File: src/rtl/fifo_counted.sv
// fifo_counted: counted ready/valid/yumi FIFO with flush and almost-full/almost-empty flags, any depth >= 2.
// Define FIFO_COUNTED_ERR_EN to add the sticky err_o overrun/underrun flags.
module fifo_counted #(
  parameter int width_p        = 8,
  parameter int depth_p        = 128,
  parameter int almost_full_p  = depth_p - 2,
  parameter int almost_empty_p = 2
) (
  input  logic                         clk_i,
  input  logic                         reset_ni,
  input  logic                         flush_i,
  input  logic                         valid_i,
  input  logic [width_p-1:0]           data_i,
  output logic                         ready_o,
  output logic                         valid_o,
  output logic [width_p-1:0]           data_o,
  input  logic                         yumi_i,
  output logic [$clog2(depth_p+1)-1:0] count_o,
  output logic                         almost_full_o,
  output logic                         almost_empty_o
`ifdef FIFO_COUNTED_ERR_EN
  ,
  output logic [1:0]                   err_o
`endif
);

  localparam int ptr_w_lp = (depth_p > 2) ? $clog2(depth_p) : 1;
  localparam int cnt_w_lp = $clog2(depth_p + 1);

  localparam logic [ptr_w_lp-1:0] last_ptr_lp  = ptr_w_lp'(depth_p - 1);
  localparam logic [cnt_w_lp-1:0] depth_cnt_lp = cnt_w_lp'(depth_p);
  localparam logic [cnt_w_lp-1:0] af_cnt_lp    = cnt_w_lp'(almost_full_p);
  localparam logic [cnt_w_lp-1:0] ae_cnt_lp    = cnt_w_lp'(almost_empty_p);

  if (depth_p < 2) begin : g_bad_depth
    $error("fifo_counted: depth_p (%0d) must be >= 2", depth_p);
  end
  if ((almost_full_p < 1) || (almost_full_p > depth_p)) begin : g_bad_af
    $error("fifo_counted: almost_full_p (%0d) must be in 1..depth_p", almost_full_p);
  end
  if ((almost_empty_p < 0) || (almost_empty_p >= depth_p)) begin : g_bad_ae
    $error("fifo_counted: almost_empty_p (%0d) must be in 0..depth_p-1", almost_empty_p);
  end

  // Explicit wrap so non-power-of-2 depths never index past the last entry.
  function automatic logic [ptr_w_lp-1:0] ptr_inc(input logic [ptr_w_lp-1:0] p);
    if (p == last_ptr_lp) begin
      return {ptr_w_lp{1'b0}};
    end else begin
      return p + ptr_w_lp'(1);
    end
  endfunction

  logic [width_p-1:0]  mem [depth_p];
  logic [ptr_w_lp-1:0] rd_ptr;
  logic [ptr_w_lp-1:0] wr_ptr;
  logic [cnt_w_lp-1:0] count;
  logic                full;
  logic                empty;
  logic                push;
  logic                pop;

  assign full  = (count == depth_cnt_lp);
  assign empty = (count == {cnt_w_lp{1'b0}});
  assign push  = valid_i & ~full;
  assign pop   = yumi_i & ~empty;

  assign ready_o        = ~full;
  assign valid_o        = ~empty;
  assign data_o         = mem[rd_ptr];
  assign count_o        = count;
  assign almost_full_o  = (count >= af_cnt_lp);
  assign almost_empty_o = (count <= ae_cnt_lp);

  // Storage is not reset; a flushed push is never written.
  always_ff @(posedge clk_i) begin
    if (push && !flush_i) begin
      mem[wr_ptr] <= data_i;
    end
  end

  // Pointers and occupancy; flush wins over any push/pop in the same cycle.
  always_ff @(posedge clk_i or negedge reset_ni) begin
    if (!reset_ni) begin
      rd_ptr <= {ptr_w_lp{1'b0}};
      wr_ptr <= {ptr_w_lp{1'b0}};
      count  <= {cnt_w_lp{1'b0}};
    end else if (flush_i) begin
      rd_ptr <= {ptr_w_lp{1'b0}};
      wr_ptr <= {ptr_w_lp{1'b0}};
      count  <= {cnt_w_lp{1'b0}};
    end else begin
      if (push) begin
        wr_ptr <= ptr_inc(wr_ptr);
      end
      if (pop) begin
        rd_ptr <= ptr_inc(rd_ptr);
      end
      case ({push, pop})
        2'b10:   count <= count + cnt_w_lp'(1);
        2'b01:   count <= count - cnt_w_lp'(1);
        default: count <= count;
      endcase
    end
  end

`ifdef FIFO_COUNTED_ERR_EN
  logic [1:0] err;

  // Sticky record of overrun attempts (bit0) and yumi-while-empty (bit1).
  always_ff @(posedge clk_i or negedge reset_ni) begin
    if (!reset_ni) begin
      err <= 2'b00;
    end else if (flush_i) begin
      err <= 2'b00;
    end else begin
      err <= err | {yumi_i & empty, valid_i & full};
    end
  end

  assign err_o = err;

`ifndef SYNTHESIS
  // Simulation-only notice for each protocol event.
  always @(posedge clk_i) begin
    if (reset_ni && valid_i && full) begin
      $warning("fifo_counted: valid_i while full (overrun attempt)");
    end
    if (reset_ni && yumi_i && empty) begin
      $warning("fifo_counted: yumi_i while empty (protocol violation)");
    end
  end
`endif
`endif

endmodule

File: config.mk
export PLATFORM = sky130hd
export DESIGN_NAME = fifo_counted
export DESIGN_NICKNAME = d
export VERILOG_FILES = /design/src/rtl/fifo_counted.sv
export SDC_FILE = /design/constraint.sdc
export NUM_CORES = 1
export LEC_CHECK = 0
export CORE_ASPECT_RATIO = 1.75
export CORE_UTILIZATION = 25
export CTS_CLUSTER_SIZE = 8
export DETAILED_ROUTE_END_ITERATION = 12
export PLACE_DENSITY = 0.37
export RECOVER_POWER = 100
export SETUP_SLACK_MARGIN = 0.4
export SLEW_MARGIN = 0
export SYNTH_ARGS = -nofsm -noshare
export SYNTH_HDL_FRONTEND = slang
export SYNTH_SLANG_ARGS = --single-unit
File: constraint.sdc
create_clock -name clk_i -period 2.9 [get_ports clk_i]
set_clock_uncertainty 0.1 [all_clocks]
set_input_delay 0.58 -clock clk_i [delete_from_list [all_inputs] [get_ports clk_i]]
set_output_delay 0.58 -clock clk_i [all_outputs]
set_load 0.02 [all_outputs]
==> summary.md, run 1 <==
| Metric | Value |
|---|---|
| Status | finished with violations |
| Failing checks | max-capacitance violations, max-slew violations, negative setup slack |
| Layout cell share with drive strength beyond 1 | about two fifths |
| Die width | roughly 310 µm |
| LEAKAGE | roughly 17 nW |
| CTS sink cnt | about 1,000 |
| Final HPWL DP | between 80 and 90 mm |
| Antenna violations before repair | 3 |
| Syn nets | around 2,100 |
| Period utilization | 143% |
| Max-cap viol count | 6 |
| Power Dens Cells | 782 mW/mm² |
| Synth Cell Area | roughly 0.042 mm² |
| Number of global-route vias before repair | ~24,000 |
| Yosys reg bits | 1,046 |
| Filler Cells Inserted | between 15,000 and 20,000 |
| Synth Warn # | 0 |
| Final Worst Setup Slack | -1.25 ns |
| Post-Route WL | 130 mm |
| Endpoint class of the critical path | primary output |
| Largest net degree at the start of global routing | roughly 130 |
| Core Util, Final | about a third |
| FFs w/ async S/R, synth | between 2 and 2.5% |
| CTS tree | built |
| CTS Root Cell | clkbuf_16 |
| Post-synth EDFFs | between 1,000 and 1,500 |
| Core Footprint | between 0.15 and 0.2 mm² |
| Final Cell Area | around 0.055 mm² |
| Average cell area after synthesis | about 20 µm² |
| Hold Buf Count CTS | 0 |
| Fmax | around 240 MHz |
| Maximum vdd drop | 0.426 mV |
| Routability Congestion | between 0.7 and 0.8 |
| Port Buffers | 32 |
| Clk pin slew, worst setup/hold paths | 0.06 ns |
| Worst-Skew Late Latency | 0.77 ns |
| Final setup viols | a little under 1,000 |
| CTS max path bufs | 4 |
| Drt first pass iters | 5 |
| Worst-path fanout max | 8 |
| Max transition margin | -69.5% |
| Vias/cell | around 4.6 |
| Chip height | roughly 540 µm |
| Placed inst area | ~0.049 mm² |
| Yosys cell types | 53 |
| Total grt overflow | 0 |
| Final ANT Viol Nets | 0 |
| Hold violation count in the final report | 0 |
| H-tree depth | 4 |
| DIE AREA | ~0.17 mm² |
| CP Data Required Time | about 2.2 ns |
| Num CTS Buffers | 156 |
| Critical path class | reg -> out |
| First-pass GRT wire length | approximately 180 mm |
| PnR Total Power | 43.1 mW |
| Area growth, synth to finish | 32.6% |
| Commonest non-fill, non-tap cell in the layout | edfxtp_1 |
| Final Slew Violations | roughly 290 |
| Placed cell count | 4,580 |
| Slew @ Worst Pin | 2.54 ns |
| Hold slack | between 0.5 and 0.6 ns |
| Worst hold path type | reg -> reg |
| CP arrival | around 3.5 ns |
| RSZ-0062 raised after global routing | yes |
| Pre-CTS setup slack | -0.755 ns |
| Total GRT Usage | between 10% and 20% |
| DR DRC count | 0 |
| Routed wire per std cell | ~27 µm |
| Post-synthesis cell count | 2,094 |
| Std-Cell Rows | approximately 200 |
| Most frequent cells in the layout | 1,024 x edfxtp_1, 211 x buf_4, 208 x mux4_2 |
| Ys flop type | edfxtp_1 |
| Crit start category | register |
| Fin cells | just under 5,000 |
| Final #Nets | about 2,600 |
| I/O pin total | 33 |
| DRT iter0 DRCs | 1,285 |
| Final min period | just over 4 ns |
| Vias | approximately 22,000 |
| Post-synthesis sequential area ratio | 75.3% |
| Setup tns final | -110.07 ns |
| Initial Utilization | roughly 25% |
## sequential cells by signal, indices dropped and copies added (netlist names)
register	flops
rd_ptr	7
mem	1024
count_o	8
wr_ptr	7
## report_power, final
group,switching [mW],total (mW),internal (mW),leakage (nW)
combinational,5.18,10.3,5.08,5.70
sequential,0.0941,16.8,16.7,9.49
clock,6.25,16.0,9.73,2.02
total,11.5,43.1,31.6,17.2
## worst max-delay path: stages (launching register included)
cell and delay, ns:
dfrtp_4 0.51, buf_12 0.20, buf_12 0.15, mux4_2 0.50, nor2b_4 0.15, a211oi_4 0.25
buf_4 0.17, a211oi_4 0.05, o221ai_1 0.22, buf_4 0.20, o31ai_4 0.12, buf_6 0.16
## synthesized netlist by cell type (2+ instances only)
| cell | count | area [µm²] |
|---|---|---|
| nand4_1 | 2 | 12.5 |
| and3_1 | 3 | 18.8 |
| a21o_1 | 5 | 37.5 |
| buf_6 | 23 | 259 |
| nand2b_1 | 4 | 25.0 |
| o221ai_1 | 8 | 70.1 |
| o41ai_1 | 9 | 78.8 |
| dfrtp_1 | 22 | 551 |
| o21ai_0 | 6 | 30.0 |
| a21oi_1 | 39 | 195 |
| nor3_1 | 18 | 90.1 |
| buf_1 | 6 | 22.5 |
| buf_8 | 3 | 45.0 |
| clkbuf_1 | 53 | 199 |
| mux2i_1 | 177 | 1770 |
| o22ai_1 | 50 | 313 |
| or3b_2 | 2 | 17.5 |
| nor4_1 | 11 | 68.8 |
| xnor2_1 | 3 | 26.3 |
| a31o_2 | 2 | 17.5 |
| a211o_1 | 2 | 17.5 |
| nor2b_1 | 23 | 144 |
| nand2_1 | 37 | 139 |
| nand3b_1 | 5 | 37.5 |
| o31ai_1 | 8 | 60.1 |
| or3_1 | 7 | 43.8 |
| inv_1 | 5 | 18.8 |
| buf_2 | 27 | 135 |
| xor2_1 | 6 | 52.6 |
| nand3_1 | 12 | 60.1 |
| mux4_2 | 208 | 4680 |
| a211oi_1 | 60 | 450 |
| nor2_1 | 182 | 683 |
| and2_1 | 3 | 18.8 |
| edfxtp_1 | 1024 | 30700 |
| buf_4 | 15 | 113 |
| ha_1 | 8 | 100 |
## final timing paths
path	slack (ns)	endpoint	cells past startpoint	from
setup reg to reg	-0.43	count_o[7]	11	count_o[6]
hold reg to reg	0.54	wr_ptr[4]	2	wr_ptr[4]
min in group asynchronous	0.67	count_o[6]	2	reset_ni
max in group asynchronous	0.84	rd_ptr[2]	2	reset_ni
setup / recovery	-1.25	data_o[0]	11	rd_ptr[0]
hold / removal	0.54	wr_ptr[4]	2	wr_ptr[4]
## layer usage
| metal | routed length (µm) | share of wire, % | global-route usage (%) |
|---|---|---|---|
| met5 | 0 | 0 | 0 |
| met3 | 3330 | 2.6 | 1.74 |
| met4 | 4410 | 3.4 | 5.22 |
| met2 | 73700 | 57 | 29.8 |
| met1 | 48300 | 37 | 16.9 |
## what timing repair did
item / CTS / global route
gates resized for setup: 232 / 247
setup endpoints to repair: 748 / 960
pin swaps: 32 / 93
buffers inserted: 19 / 26
cloned: 7 / 7
## cell type report
class	instances	area, µm²	share of cell area [%]
Sequential cell	1046	31300	56.8
Timing Repair Buffer	483	5680	10.3
Inverter	6	22.5	0.0409
Clock inverter	5	43.8	0.0795
Antenna cell	2	5.00	0.00908
Clock buffer	188	4090	7.42
Multi-Input combinational cell	915	11200	20.3
Tap cell	2189	2740	4.97
## cell families (layout without fill, tap and decap cells)
family | count (synthesis) | after routing | synth area share (%)
and+or+nand+nor | 315 | 315 | 3.43
AOI/OAI and AO/OA | 196 | 196 | 3.23
DFF | 1046 | 1046 | 75.3
buffers and inverters | 133 | 682 | 1.92
other | 0 | 2 | 0
xor gates and xnor gates | 10 | 10 | 0.256
muxes | 385 | 385 | 15.5
adders and majority gates | 9 | 9 | 0.289
Note: power is estimated with default switching activity, not from simulation.
==> inputs of run 2 (changes only) <==
- SKIP_LAST_GASP: not set -> 1
==> run 2 against run 1 <==
The flow still finishes with violations (max-capacitance violations, max-slew violations, negative setup slack). Register-to-register slack improved by 0.09 ns. Hold slack improved by 0.015 ns. Design area decreased by 0.45%. Combinational power about the same. Wire length about the same. First-iteration DRC count increased by 4.6%. Fmax increased by 1.1%.
==> summary.md, run 2 (synthesis results as in run 1) <==
| Metric | Value |
|---|---|
| Register area | 0.0313 mm² (unchanged) |
| CP arrival | 3.43 ns (-0.04 ns) |
| Filler Cells Inserted | 15,700 (-0.019%) |
| Worst min-delay path endpoint | wr_ptr[4] |
| Period utilization | 142% (-1.6 points) |
| CTS tree | built |
| Worst r2r path cells | 11 (unchanged) |
| Hold violation count in the final report | 0 (unchanged) |
| Pre-CTS setup slack | -0.755 ns (unchanged) |
| Final setup viols | 1,059 (+6.9%) |
| Worst-Skew Late Latency | 0.77 ns (about the same) |
| Largest register FFs | 1,024 (unchanged) |
| Std-Cell Rows | 197 (unchanged) |
| Total grt overflow | 0 (unchanged) |
| Fmax | 244 MHz (+1.1%) |
| Final ANT Viol Nets | 0 (unchanged) |
| Slew @ Worst Pin | 2.49 ns (-0.0513 ns) |
| Routed wire per std cell | 26.8 µm (about the same) |
| Worst-path fanout max | 8 (unchanged) |
| CTS Root Cell | clkbuf_16 |
| CP cell instances | buf_12, buf_12, mux4_2, nor2b_4, a211oi_4, buf_4, a211oi_4, o221ai_2, buf_4, o31ai_4, buf_6 |
| Vias | 22,000 (-0.091%) |
| Multi-input gate area | 0.0110 mm² (-1.5%) |
| Final Worst Setup Slack | -1.21 ns (+0.0465 ns) |
| Status | finished with violations |
| CP max-delay cell | dfrtp_4 |
| Failing checks | max-capacitance violations, max-slew violations, negative setup slack |
| Max-cap viol count | 6 (unchanged) |
| Number of global-route vias before repair | 24,200 (-0.091%) |
| Vias/cell | 4.55 (about the same) |
| CTS max path bufs | 4 (unchanged) |
| Final min period | 4.11 ns (-0.0465 ns) |
| Drt first pass iters | 5 (unchanged) |
| LEAKAGE | 17.2 nW (about the same) |
| Max transition margin | -66.1% (+3.4 points) |
| Endpoint class of the critical path | primary output |
| Initial Utilization | 25.2% (unchanged) |
| Core Footprint | 0.165 mm² (unchanged) |
| Max incr delay on CP | 0.51 ns (about the same) |
| First-pass GRT wire length | 182 mm (about the same) |
| Total GRT Usage | 15.4% (about the same) |
| Fin cells | 4,834 (unchanged) |
| Post-Route WL | 130 mm (about the same) |
| Area growth, synth to finish | 32.0% |
| Final #Nets | 2,631 (+0.038%) |
| Clk pin slew, worst setup/hold paths | 0.06 ns (about the same) |
| Most frequent cells in the layout | 1,024 x edfxtp_1, 234 x buf_4, 208 x mux4_2 |
| Crit start category | register |
| Final Slew Violations | 288 (-0.35%) |
| Die width | 310 µm (unchanged) |
| HP Start | wr_ptr[4] |
| Placed cell count | 4,580 (unchanged) |
| Reg with most FFs | mem |
| Chip height | 541 µm (unchanged) |
| CTS sink cnt | 1,046 (unchanged) |
| Worst hold path type | reg -> reg |
| Layout cell share with drive strength beyond 1 | 40.2% (-0.47 points) |
| DIE AREA | 0.168 mm² (unchanged) |
| Maximum vdd drop | 0.422 mV (-0.88%) |
| I/O pin total | 33 (unchanged) |
| DRT iter0 DRCs | 1,344 (+4.6%) |
| H-tree depth | 4 (unchanged) |
| Hold Buf Count CTS | 0 (unchanged) |
| Reg2reg end | count_o[7] |
| Critical path class | reg -> out |
| Power Dens Cells | 786 mW/mm² (+0.59%) |
| Num CTS Buffers | 156 (unchanged) |
| Largest net degree at the start of global routing | 129 (unchanged) |
| Reg-to-reg critical path startpoint | count_o[4] |
| RSZ-0062 raised after global routing | yes |
| Commonest non-fill, non-tap cell in the layout | edfxtp_1 |
| Port Buffers | 32 (unchanged) |
| CP Data Required Time | 2.22 ns (about the same) |
| Reg2reg setup slack | -0.34 ns (+0.09 ns) |
| WHS Path Cells | 2 (unchanged) |
| Routability Congestion | 0.780 (unchanged) |
| Final HPWL DP | 82.2 mm (unchanged) |
| Setup crit start | rd_ptr[0] |
| Antenna violations before repair | 4 (+1) |
| DR DRC count | 0 (unchanged) |
run 2: worst max-delay path, delay by kind of cell, from the launching register on:
family                 cells  cell delay, ns
AOI/OAI and AO/OA          4            0.63
buffers and inverters      5            0.85
muxes                      1            0.50
DFF                        1            0.51
and+or+nand+nor            1            0.15
run 2: through the flow:
stage	utilization [%]	total power [mW]	hold WS, ns	cell area [µm²]	setup TNS, ns
2_1_floorplan	-	22.8	0.184	42100	-0.0235
3_3_place_gp	29.4	26.0	0.517	48500	-119.05
3_5_place_dp	29.4	26.0	0.531	48500	-104.03
4_1_cts	32.6	43.2	0.0655	53700	-10.71
5_1_grt	33.3	44.7	0.571	54800	-233.69
6_report	33.3	43.1	0.552	54800	-187.09
run 2: layout make-up:
| class | count | area share [%] |
|---|---|---|
| sequential | 1046 | 57.1 |
| inverter | 6 | 0.0411 |
| timing repair buffer | 484 | 10.2 |
| multi-input combinational | 915 | 20.1 |
| antenna | 1 | 0.00456 |
| tap | 2189 | 4.99 |
| clock inverter | 5 | 0.0798 |
| clock buffer | 188 | 7.45 |
run 2: power breakdown:
part	switching [mW]	internal, mW
Combinational	5.20	5.12
Clock	6.25	9.73
Sequential	0.0922	16.7
Total	11.5	31.6
run 2: worst max-delay path by stage:
stage / to / slack [ns] / cells after the start
global placement: data_o[7] / -0.83 / 11
detailed placement: data_o[6] / -0.76 / 12
finish: data_o[0] / -1.21 / 11
global route: data_o[7] / -1.27 / 11
floorplan: count_o[7] / -0.02 / 10
CTS: data_o[0] / -1.34 / 8
run 2: per-layer routing:
metal  routed length [µm]  GRT usage [%]
met1                48400           16.9
met3                 3450           1.74
met2                73500           29.8
met4                 4320           5.26
met5                    0              0
run 2: what timing repair did:
action / 4_1_cts / 5_1_grt
endpoints found under the setup margin: 748 / 979
pin swaps: 20 / 85
hold endpoints to repair: 0 / 0
setup buffers: 19 / 26
cloned: 7 / 8
resized for setup: 174 / 225
==> inputs of run 3 (changes only) <==
- CORE_ASPECT_RATIO: 1.75 -> 1.5
==> run 3 against run 2 <==
The run still ends with max-capacitance violations, max-slew violations, negative setup slack left. Register-to-register slack lost 0.07 ns. Global-route usage fell by 0.47 points. Die area hardly changed. Flip-flop and latch count did not move. Wire length decreased by 3.9%. Fmax down 3.2%. Largest cell class unchanged. Largest power group unchanged.
==> summary.md, run 3 (synthesis results as in run 1) <==
| Metric | Value |
|---|---|
| Status | finished with violations |
| Failing checks | max-capacitance violations, max-slew violations, negative setup slack |
| HP Start | wr_ptr[4] |
| Commonest non-fill, non-tap cell in the layout | edfxtp_1 |
| Multi-input gate area | 0.0111 mm² (+0.73%) |
| WHS Path Cells | 2 (unchanged) |
| Reg-to-reg critical path startpoint | count_o[6] |
| Worst-Skew Late Latency | 0.76 ns (about the same) |
| CP most frequent cell | buf_6 |
| Final ANT Viol Nets | 0 (unchanged) |
| I/O pin total | 33 (unchanged) |
| CP cell instances | buf_6, buf_12, buf_16, buf_16, mux4_2, mux2i_1, a211oi_2, buf_4, o221ai_2, buf_6, o31ai_4, buf_6 |
| CP arrival | 3.56 ns (+0.13 ns) |
| Crit start category | register |
| Port Buffers | 32 (unchanged) |
| Largest register FFs | 1,024 (unchanged) |
| Reg with most FFs | mem |
| Max incr delay on CP | 0.53 ns (+0.02 ns) |
| Core Footprint | 0.164 mm² (-0.29%) |
| Vias | 21,800 (-0.85%) |
| DR DRC count | 0 (unchanged) |
| Worst r2r path cells | 13 (+2) |
| H-tree depth | 4 (unchanged) |
| Final #Nets | 2,648 (+0.65%) |
| Antenna violations before repair | 2 (-2) |
| Worst hold path type | reg -> reg |
| Worst min-delay path endpoint | wr_ptr[4] |
| RSZ-0062 raised after global routing | yes |
| Placed inst area | 0.0484 mm² (-0.23%) |
| CTS Root Cell | clkbuf_16 |
| Critical path class | reg -> out |
| Std-Cell Rows | 182 (-7.6%) |
| Placed cell count | 4,615 (+0.76%) |
| Post-Route WL | 125 mm (-3.9%) |
| Period utilization | 146% (+4.7 points) |
| Die width | 335 µm (+8.0%) |
| Final min period | 4.24 ns (+0.137 ns) |
| CTS max path bufs | 3 (-1) |
| Global Route met3 Usage | 2.27% (+0.53 points) |
| CTS tree | built |
| Filler Cells Inserted | 15,800 (+0.54%) |
| Final Worst Setup Slack | -1.34 ns (-0.137 ns) |
| Max-cap viol count | 10 (+4) |
| Reg2reg end | count_o[7] |
| Layout cell share with drive strength beyond 1 | 40.8% (+0.58 points) |
| Maximum vdd drop | 0.453 mV (+7.3%) |
| Clk pin slew, worst setup/hold paths | 0.05 ns (about the same) |
| Most frequent cells in the layout | 1,024 x edfxtp_1, 228 x buf_4, 208 x mux4_2 |
| Register area | 0.0313 mm² (about the same) |
| Largest net degree at the start of global routing | 129 (unchanged) |
| First-pass GRT wire length | 177 mm (-2.7%) |
| DRT iter0 DRCs | 1,151 (-14%) |
| Final Cell Area | 0.0552 mm² (+0.63%) |
| CP max-delay cell | dfrtp_4 |
| CTS sink cnt | 1,046 (unchanged) |
| Total GRT Usage | 14.9% (-0.47 points) |
| DIE AREA | 0.168 mm² (about the same) |
| Fmax | 236 MHz (-3.2%) |
| Total grt overflow | 0 (unchanged) |
| Slew @ Worst Pin | 2.71 ns (+0.219 ns) |
| Initial Utilization | 25.3% (+0.075 points) |
| Power Dens Cells | 778 mW/mm² (-1.1%) |
| Hold Buf Count CTS | 0 (unchanged) |
| Core Util, Final | 33.6% (+0.31 points) |
| Vias/cell | 4.47 (-1.7%) |
| Routability Congestion | 0.767 (-1.6%) |
| Final HPWL DP | 79.2 mm (-3.8%) |
| M1 GR Usage | 16.8% (-0.11 points) |
| Final Slew Violations | 602 (+110%) |
| Area growth, synth to finish | 32.9% |
| Num CTS Buffers | 148 (-5.1%) |
| Worst-path fanout max | 7 (-1) |
| CP Data Required Time | 2.22 ns (about the same) |
| Reg2reg setup slack | -0.41 ns (-0.07 ns) |
| Gr busiest metal | met2 |
| Fin cells | 4,876 (+0.87%) |
| Final setup viols | 1,016 (-4.1%) |
| Chip height | 501 µm (-7.4%) |
| Number of global-route vias before repair | 23,700 (-2.0%) |
| Drt first pass iters | 5 (unchanged) |
| Hold violation count in the final report | 0 (unchanged) |
| Endpoint class of the critical path | primary output |
| Routed wire per std cell | 25.6 µm (-4.7%) |
| GRT met2 Usage | 28.6% (-1.2 points) |
| Max transition margin | -80.7% (-15 points) |
| LEAKAGE | 17.3 nW (+0.57%) |
[run 3: cell types whose count changed in the layout (fill, tap and decap cells not counted), moves of 6 or more]
cell	change
nor2_4	+37
buf_8	+34
buf_12	-21
nor2_2	-19
nor2_1	-18
buf_6	+17
clkbuf_16	-11
a211oi_4	-8
mux2i_1	+7
a211oi_2	+6
buf_4	-6
mux2i_2	-6
[run 3: report_power, final]
part	internal (mW)	switching [mW]
Sequential	16.7	0.0879
Clock	9.43	6.33
Combinational	5.25	5.10
[run 3: final cells by class]
class | instances | area share, %
repair buffers | 509 | 10.6
well taps | 2208 | 5.01
inverters | 6 | 0.0408
diodes | 3 | 0.0136
clock inverters | 11 | 0.376
multi-input cells | 915 | 20.1
flip-flops and latches | 1046 | 56.7
clock buffers | 178 | 7.11
[run 3: how the worst max path moves through the flow]
stage / slack (ns) / end / from
floorplan: -0.02 / count_o[7] / count_o[6]
global placement: -1.48 / data_o[6] / rd_ptr[0]
detailed placement: -1.45 / data_o[6] / rd_ptr[0]
CTS: -1.42 / data_o[0] / rd_ptr[0]
global route: -1.44 / data_o[3] / rd_ptr[0]
finish: -1.34 / data_o[0] / rd_ptr[0]
[run 3: per-stage QoR]
step	total power [mW]	hold WS, ns	setup WS [ns]	TNS, ns
2_1_floorplan	22.8	0.184	-0.0235	-0.0235
3_3_place_gp	26.1	0.520	-1.48	-61.22
3_5_place_dp	26.1	0.529	-1.45	-59.70
4_1_cts	43.5	0.0352	-1.42	-11.03
5_1_grt	44.6	0.606	-1.44	-297.76
6_report	42.9	0.557	-1.34	-122.19
[run 3: repair_timing]
item,in CTS,in global routing
endpoints found under the setup margin,468,1039
gates cloned,11,3
gates resized for setup,272,283
setup buffers,38,17
pin swaps,56,91
[run 3: worst max-delay path: cells and delay by family, from the launching register on]
kind / cells / cell delay, ns
flip-flops: 1 / 0.53
buffers and inverters: 7 / 1.17
AO/OA/AOI/OAI: 3 / 0.60
multiplexers: 2 / 0.47
[run 3: routing by layer]
layer / part of all wire [%] / up-vias
li1: - / 9631
met1: 39 / 11700
met2: 56 / 341
met3: 2.9 / 158
met4: 2.5 / 0
met5: 0 / -
